===== config.mk =====
export PLATFORM = sky130hd
export DESIGN_NAME = regex_mem_arbiter
export DESIGN_NICKNAME = d
export VERILOG_FILES = /design/src/rtl/regex_mem_arbiter.sv
export SDC_FILE = /design/constraint.sdc
export NUM_CORES = 1
export LEC_CHECK = 0
export ABC_AREA = 1
export BUFFER_PORTS_ARGS = -buffer_cell sky130_fd_sc_hd__buf_2
export CORE_ASPECT_RATIO = 1.75
export CORE_MARGIN = 5
export CORE_UTILIZATION = 42
export CTS_CLUSTER_DIAMETER = 30
export DETAILED_ROUTE_END_ITERATION = 7
export GPL_TIMING_DRIVEN = 0
export PLACE_DENSITY = 0.77
export SLEW_MARGIN = 20
export SYNTH_ARGS = -nofsm -noshare
export SYNTH_HDL_FRONTEND = slang
export SYNTH_SLANG_ARGS = --single-unit

===== constraint.sdc =====
create_clock -name clk -period 1.8 [get_ports clk]
set_input_delay 0.18 -clock clk [delete_from_list [all_inputs] [get_ports clk]]
set_output_delay 0.18 -clock clk [all_outputs]
set_load 0.005 [all_outputs]

===== src/rtl/regex_mem_arbiter.sv =====
// regex_mem_arbiter
// -----------------------------------------------------------------------------
// Purpose: lets N_REQ pipelined regex CPUs share one synchronous instruction
// RAM. A round-robin arbiter picks one requester at a time. The fetch runs
// through IDLE -> FETCH -> WAIT -> RESP, and only one fetch is in flight.
// The winner then gets a one-cycle req_ready strobe together with the word.
//
// Optional feature (macro REGEX_MEM_ARB_CACHE_EN): a single-entry read cache
// holding the last fetched address and its data. A grant that hits the cache
// skips the RAM and goes straight to RESP. The invalidate input clears the
// cache. Without the macro, no cache storage exists and invalidate is ignored.
//
// Ports:
//   clk        - sole clock, rising edge
//   rst        - asynchronous active-low reset
//   req_valid  - per-requester fetch request
//   req_addr   - per-requester fetch address, slice i = requester i
//   req_ready  - per-requester one-cycle data-return strobe
//   rsp_data   - returned instruction word, valid while a req_ready bit is high
//   mem_en     - RAM read enable (one cycle per fetch)
//   mem_addr   - RAM read address (holds its last value between fetches)
//   mem_rdata  - RAM read data, valid the cycle after mem_en
//   invalidate - program memory was rewritten
//   busy       - high whenever the FSM is not in IDLE
//   grant_id   - index of the requester being served
// -----------------------------------------------------------------------------
module regex_mem_arbiter #(
    parameter int N_REQ             = 4,
    parameter int MEMORY_WIDTH      = 20,
    parameter int MEMORY_ADDR_WIDTH = 11,
    parameter int ID_BITS           = $clog2(N_REQ)
) (
    input  logic                                 clk,
    input  logic                                 rst,
    input  logic [N_REQ-1:0]                     req_valid,
    input  logic [N_REQ*MEMORY_ADDR_WIDTH-1:0]   req_addr,
    output logic [N_REQ-1:0]                     req_ready,
    output logic [MEMORY_WIDTH-1:0]              rsp_data,
    output logic                                 mem_en,
    output logic [MEMORY_ADDR_WIDTH-1:0]         mem_addr,
    input  logic [MEMORY_WIDTH-1:0]              mem_rdata,
    input  logic                                 invalidate,
    output logic                                 busy,
    output logic [ID_BITS-1:0]                   grant_id
);

    typedef enum logic [1:0] {IDLE, FETCH, WAIT, RESP} state_e;

    localparam logic [N_REQ-1:0] REQ_ONE = {{(N_REQ-1){1'b0}}, 1'b1};

    state_e                         state_q, state_d;
    logic [N_REQ-1:0]               req_ready_q, req_ready_d;
    logic                           mem_en_q, mem_en_d;
    logic [MEMORY_ADDR_WIDTH-1:0]   mem_addr_q, mem_addr_d;
    logic [MEMORY_WIDTH-1:0]        rsp_q, rsp_d;
    logic                           busy_q, busy_d;
    logic [ID_BITS-1:0]             grant_id_q, grant_id_d;
    logic [ID_BITS-1:0]             last_grant_q, last_grant_d;

    logic                           win_found;
    logic [ID_BITS-1:0]             win_id;
    logic [ID_BITS-1:0]             rr_idx;
    logic [MEMORY_ADDR_WIDTH-1:0]   win_addr;
    logic                           cache_hit;
    logic [MEMORY_WIDTH-1:0]        cache_data;

    // Round-robin search starting just after the last winner. The modulo
    // keeps the wrap correct for N_REQ values that are not a power of two.
    always_comb begin
        win_found = 1'b0;
        win_id    = last_grant_q;
        rr_idx    = '0;
        for (int k = 1; k <= N_REQ; k++) begin
            rr_idx = ID_BITS'((int'(last_grant_q) + k) % N_REQ);
            if (!win_found && req_valid[rr_idx]) begin
                win_found = 1'b1;
                win_id    = rr_idx;
            end
        end
        win_addr = '0;
        for (int i = 0; i < N_REQ; i++) begin
            if (ID_BITS'(i) == win_id) begin
                win_addr = req_addr[i*MEMORY_ADDR_WIDTH +: MEMORY_ADDR_WIDTH];
            end
        end
    end

`ifdef REGEX_MEM_ARB_CACHE_EN
    logic                           cache_valid_q, cache_valid_d;
    logic [MEMORY_ADDR_WIDTH-1:0]   cache_tag_q, cache_tag_d;
    logic [MEMORY_WIDTH-1:0]        cache_data_q, cache_data_d;

    // Every RAM capture refills the entry. Invalidate wins over a refill in
    // the same cycle, so the entry cannot hold data fetched from stale memory.
    always_comb begin
        cache_valid_d = cache_valid_q;
        cache_tag_d   = cache_tag_q;
        cache_data_d  = cache_data_q;
        if (state_q == WAIT) begin
            cache_valid_d = 1'b1;
            cache_tag_d   = mem_addr_q;
            cache_data_d  = mem_rdata;
        end
        if (invalidate) begin
            cache_valid_d = 1'b0;
        end
    end

    // An invalidate arriving in the same cycle as the hit decision forces a miss.
    assign cache_hit  = cache_valid_q && !invalidate && (cache_tag_q == win_addr);
    assign cache_data = cache_data_q;
`else
    logic unused_invalidate;

    assign unused_invalidate = invalidate;
    assign cache_hit         = 1'b0;
    assign cache_data        = '0;
`endif

    // Next-state and registered-output logic. Outputs are computed one cycle
    // ahead, so mem_en and req_ready come straight from flops.
    always_comb begin
        state_d      = state_q;
        req_ready_d  = '0;
        mem_en_d     = 1'b0;
        mem_addr_d   = mem_addr_q;
        rsp_d        = rsp_q;
        grant_id_d   = grant_id_q;
        last_grant_d = last_grant_q;
        case (state_q)
            IDLE: begin
                if (win_found) begin
                    grant_id_d   = win_id;
                    last_grant_d = win_id;
                    if (cache_hit) begin
                        rsp_d       = cache_data;
                        req_ready_d = REQ_ONE << win_id;
                        state_d     = RESP;
                    end else begin
                        mem_addr_d = win_addr;
                        mem_en_d   = 1'b1;
                        state_d    = FETCH;
                    end
                end
            end
            FETCH: state_d = WAIT;
            WAIT: begin
                rsp_d       = mem_rdata;
                req_ready_d = REQ_ONE << grant_id_q;
                state_d     = RESP;
            end
            RESP: state_d = IDLE;
            default: state_d = IDLE;
        endcase
        busy_d = (state_d != IDLE);
    end

    // Reset drops any in-flight fetch. last_grant starts at N_REQ-1 so that
    // requester 0 wins the first arbitration.
    always_ff @(posedge clk or negedge rst) begin
        if (!rst) begin
            state_q       <= IDLE;
            req_ready_q   <= '0;
            mem_en_q      <= 1'b0;
            mem_addr_q    <= '0;
            rsp_q         <= '0;
            busy_q        <= 1'b0;
            grant_id_q    <= '0;
            last_grant_q  <= ID_BITS'(N_REQ - 1);
`ifdef REGEX_MEM_ARB_CACHE_EN
            cache_valid_q <= 1'b0;
            cache_tag_q   <= '0;
            cache_data_q  <= '0;
`endif
        end else begin
            state_q       <= state_d;
            req_ready_q   <= req_ready_d;
            mem_en_q      <= mem_en_d;
            mem_addr_q    <= mem_addr_d;
            rsp_q         <= rsp_d;
            busy_q        <= busy_d;
            grant_id_q    <= grant_id_d;
            last_grant_q  <= last_grant_d;
`ifdef REGEX_MEM_ARB_CACHE_EN
            cache_valid_q <= cache_valid_d;
            cache_tag_q   <= cache_tag_d;
            cache_data_q  <= cache_data_d;
`endif
        end
    end

    assign req_ready = req_ready_q;
    assign rsp_data  = rsp_q;
    assign mem_en    = mem_en_q;
    assign mem_addr  = mem_addr_q;
    assign busy      = busy_q;
    assign grant_id  = grant_id_q;

endmodule


* After elaboration in Yosys (flattened, before gate mapping) *
Index checks and enable logic that the tools add are counted.

operators by class
  add/sub/neg operators = 4
  order comparisons = 4
  eq/ne operators = 6
  shifts and indexed selects = 1
  mux-type cells = 25
  reductions and logical operators = 10

operator list
  kind                   number
  $mux W11               4
  $lt A2 B3 Y1 const B   4
  $mux W1                10
  $mux W2                5
  $bmux W1 S2            4
  $pmux W2 S4            1
  $add A2 B1 Y2 const B  2
  $add A2 B2 Y2 const B  2
  $eq A2 B2 Y1 const A   2
  $eq A2 B2 Y1 const B   2
  $logic_not A2 Y1       2
  $mux W4                1
  $shl A1 B2 Y4 const A  1
  $logic_and A1 B1 Y1    3
  $logic_not A1 Y1       3
  $eq A1 B2 Y1 const A   1
  $eq A2 B1 Y1 const B   1
  $reduce_and A2 Y1      1
  $reduce_bool A2 Y1     1

word-level totals
  register bits = 43
  input port bits = 71

* Longest topological paths before layout *
  word-level depth = 18
  gate-level depth with buffers = 16

* Worst setup path after synthesis *
Ideal clock, no wire load.

  path kind = reg-to-reg
  start point = register last_grant_q[0]
  end point = register mem_addr_q[10] (netlist: mem_addr[10])
  setup time = 116 ps
  arrival time = 1744 ps
  required time = 1684 ps
  slack = -60 ps
  cell stages (with the launch flop) = 15
  clock period less this slack = 1860 ps
  path through = dfstp_2 inv_2 buf_6 nand2_1 nand2_1 nand2_4 nand2_4 or2_0 nand3_2 nand2_4 buf_4 nand3_1 nand4_1 nand2_1 nand2_1

between the ends
  word-level cells in the longest chain between the ends = 18
  elaborated cells on any way between the ends = 35

RTL lines
  element                        RTL line  text
  from (decl)                    58        logic [ID_BITS-1:0] last_grant_q, last_grant_d;
  from (signal assigned)         169       last_grant_q <= ID_BITS'(N_REQ - 1);
  from (signal assigned)         183       last_grant_q <= last_grant_d;
  $add A2 B1 Y2                  74        rr_idx = ID_BITS'((int'(last_grant_q) + k) % N_REQ);
  $bmux W1 S2                    75        if (!win_found && req_valid[rr_idx]) begin
  $mux W1 (implied by the code)  75
  $mux W1                        75
  $logic_not A1 Y1               75
  $logic_and A1 B1 Y1            75
  $mux W1                        75
  $logic_not A1 Y1               75
  $logic_and A1 B1 Y1            75
  $mux W1                        75
  $logic_not A1 Y1               75
  $logic_and A1 B1 Y1            75
  $mux W2                        75
  $logic_not A2 Y1               82        if (ID_BITS'(i) == win_id) begin
  $mux W11 (4 in a row)          82
  to (signal assigned)           179       mem_addr_q <= mem_addr_d;
  to (decl)                      54        logic [MEMORY_ADDR_WIDTH-1:0] mem_addr_q, mem_addr_d;

Parallel ways exist; a longest one is shown, timed or not. The select of a mux whose other input is x is not followed.
A chain may end at the register's enable or synchronous reset.

* Worst setup path after layout *
Ends and elaborated chain as after synthesis.

==> impl_metrics.py <==
metrics = {
    "synth": {
        "synthXorXnorAreaFrac_pct": 0,
        "synth_top_cell_area_share_pct": 45.10,
        "synthTopCellsByArea": "dfrtp_1 (45%), nand2_1 (21%), nand4_1 (6.1%), nand3_1 (5.7%), nand2_4 (2.5%)",
        "synth-seq-cells": 43,
        "synth_flop_cell": "dfrtp_1",
        "synth_adder_area_share_pct": 1.100,
        "synth_compound_area_share_pct": 2.310,
        "synth-edff-count": 0,
        "synth_seq_area_share_pct": 47.41,
        "synth_nets": 363,
        "synthCells": 290,
        "syn_area_mm2": 0.002275,
        "synth_most_common_cell": "nand2_1",
        "synth_top_area_cell": "dfrtp_1",
        "syn_avg_cell_area_um2": 7.844,
        "yosys.area_share.simple_pct": 42.24,
        "synth_commonest_cells": "nand2_1 (130), dfrtp_1 (41), nand3_1 (26)",
        "ys_types": 25,
        "ys_warn_count": 0,
        "muxShareOfSynthArea_pct": 0,
        "synth_top_family_by_area": "simple AND/OR/NAND/NOR gates",
        "synthArstFlopShare_pct": 100.0,
    },
    "global_route": {
        "gr-usage-all-layers_pct": 18.79,
        "grt_pass1_wl_um": 10520,
        "grt_max_degree": 44,
        "antenna_found_initial": 0,
        "grt_overflow": 0,
        "grt_pass1_vias": 2360,
    },
    "sta": {
        "finalSetupViolations": 17,
        "skew_ps": 13.26,
        "hold_slack_ps": 31.82,
        "rsz0062_at_grt": "true",
        "slew_viol_final": 0,
        "worstMarginPinSlew_ps": 938.6,
        "finalHoldViolations": 0,
        "fmax_mhz": 479.0,
        "relSlewSlack_pct": 37.43,
        "fin_setup_tns_ps": -3130,
        "worst_slack_ps": -287.7,
        "min_period_over_period_pct": 116.0,
        "fin_crit_ps": 2088,
    },
    "status": {
        "failed_checks": "DRC, setup timing",
        "outcome": "finished with violations",
    },
    "route": {
        "viasPerCell": 5.126,
        "dr.pass1.iters": 7,
        "drt-initial-drc-count": 238,
        "drtAntennaViolNets": 0,
        "route.vias.total": 2435,
        "wirelength_um": 6936,
        "drc": 1,
        "wl_per_cell_um": 14.60,
    },
    "clocking": {
        "cts_root_buf": "clkbuf_8",
        "numCtsBuffers": 5,
        "h-tree-depth": 2,
        "cts_max_path_buffers": 2,
        "insertion_delay_ps": 290,
        "cts_tree": "yes",
        "hold_buffers": 0,
        "cts.sinks": 43,
        "clkSlewWorstSetupHoldPaths_ps": 80,
    },
    "min_path": {
        "hp-class": "input port to asynchronous set/reset pin",
    },
    "setup_path": {
        "cpMostUsedCell": "nand2_4",
        "slowest_delay_ps": 570,
        "r2r-end": "mem_addr[10]",
        "r2r_start": "last_grant_q[0]",
        "crit_arrival_ps": 2260,
        "crit_path_end_kind": "flop",
        "crit_fanout": 7,
        "reg2reg_setup_slack_ps": -290,
        "cp.required_ps": 1970,
        "path_class": "flop to flop",
        "start_kind": "flop",
        "r2r_cells": 14,
        "critPathBufInv": 3,
        "crit_path_top_delay_cell": "dfstp_2",
        "cp_top_family": "simple AND/OR/NAND/NOR gates",
        "crit_chain": "inv_2 -> buf_8 -> nand2_4 -> nand2_4 -> nand2_4 -> nand2_8 -> or2_4 -> nand3_4 -> nand2_8 -> clkbuf_16 -> nand3_1 -> nand4_1 -> nand2_1 -> nand2_1",
    },
    "placement": {
        "gp_congestion": 0.8242,
        "dp_slack_ps": -272.9,
        "dpl_cell_area_mm2": 0.002895,
        "port_buffers": 108,
        "hpwl_um": 4979,
    },
    "floorplanning": {
        "die-area_mm2": 0.007046,
        "io_pins": 110,
        "die_w_um": 65.63,
        "chipHeight_um": 107.4,
        "rows": 35,
        "start_util_pct": 43.29,
        "core_mm2": 0.005255,
    },
    "final_layout": {
        "area_delta_synth_final_pct": 46.04,
        "stdcell_area_mm2": 0.003322,
        "drive_above_1_share_pct": 44.29,
        "antenna_cells": 0,
        "fin_nets": 492,
    },
    "flow_run": {
        "drv_cap": 0,
    },
    "power_and_ir_drop": {
        "sw_frac_of_total_pct": 46.45,
        "power.switching_mw": 3.748,
        "p_total_mw": 8.069,
        "clkPwrFrac_pct": 9.1,
        "pwr-share-seq_pct": 20.8,
        "p_comb_share_pct": 70.1,
        "p_per_area_mw_per_mm2": 2429,
        "ir_worst_vdd_mv": 1.037,
        "p_leak_nw": 1.842,
        "p_int_mw": 4.321,
    },
}
==> power by group through the flow <==
stage	combinational, mW	clock, mW	sequential (mW)
floorplan	2.96	0	1.73
global placement	4.17	0	1.69
detailed placement	4.25	0	1.70
CTS	4.71	0.760	1.68
global route	6.17	0.796	1.73
finish	5.65	0.733	1.68
==> cell type report <==
class | instances | area (um^2)
Tap cell | 55 | 68.82
Buffer | 16 | 138.9
Clock inverter | 3 | 43.79
Inverter | 15 | 63.81
Fill cell | 449 | 1933
Multi-Input combinational cell | 216 | 1192
Clock buffer | 5 | 68.82
Timing Repair Buffer | 122 | 666.9
Sequential cell | 43 | 1079
==> per-stage QoR <==
stage	util [%]	cells
6_report	63.21	475
5_1_grt	63.21	475
4_1_cts	59.40	470
3_5_place_dp	55.10	453
3_3_place_gp	55.10	453
2_1_floorplan	-	290
==> kinds of logic (layout without fill, tap and decap cells) <==
kind of cell | Yosys count | count (layout)
AOI/OAI and AO/OA | 10 | 10
adders and majority gates | 2 | 2
buffers and inverters | 31 | 161
DFF | 43 | 43
and+or+nand+nor | 204 | 204
==> layer usage <==
layer  track usage (%)  routed length [um]
met5                 0                   0
met2             35.39                3856
met3             3.135                 442
met4             7.270                 152
met1             20.05                2485
==> timing repair <==
action                                  4_1_cts  5_1_grt
pin swaps                                     4        6
cloned                                        1        2
resized for setup                            17       36
endpoints found under the setup margin       16       18
setup buffers                                 8        3
==> cell usage in the layout (no fill, tap or decap), types with 5 or more instances in the layout <==
cell type	n
buf_2	109
buf_4	12
buf_6	8
clkbuf_8	5
dfrtp_1	41
inv_1	10
nand2_1	120
nand2_2	7
nand2_4	12
nand3_1	25
nand4_1	22
==> worst max-delay path by stage <==
stage                                from      endpoint  depth (start not counted)
after floorplan           last_grant_q[0]  mem_addr[10]                         14
after global placement    last_grant_q[0]  mem_addr[10]                         15
after detailed placement  last_grant_q[0]   mem_addr[4]                         14
after CTS                 last_grant_q[0]   mem_addr[4]                         14
after global routing      last_grant_q[0]   mem_addr[1]                         14
final                     last_grant_q[0]  mem_addr[10]                         14
==> flip-flops by register name (all words and copies together), names as in the netlist <==
| register | count |
|---|---|
| busy | 1 |
| mem_en | 1 |
| state_q | 2 |
| last_grant_q | 2 |
| mem_addr | 11 |
| rsp_data | 20 |
| grant_id | 2 |
| req_ready | 4 |
(Power assumes the default switching activity.)
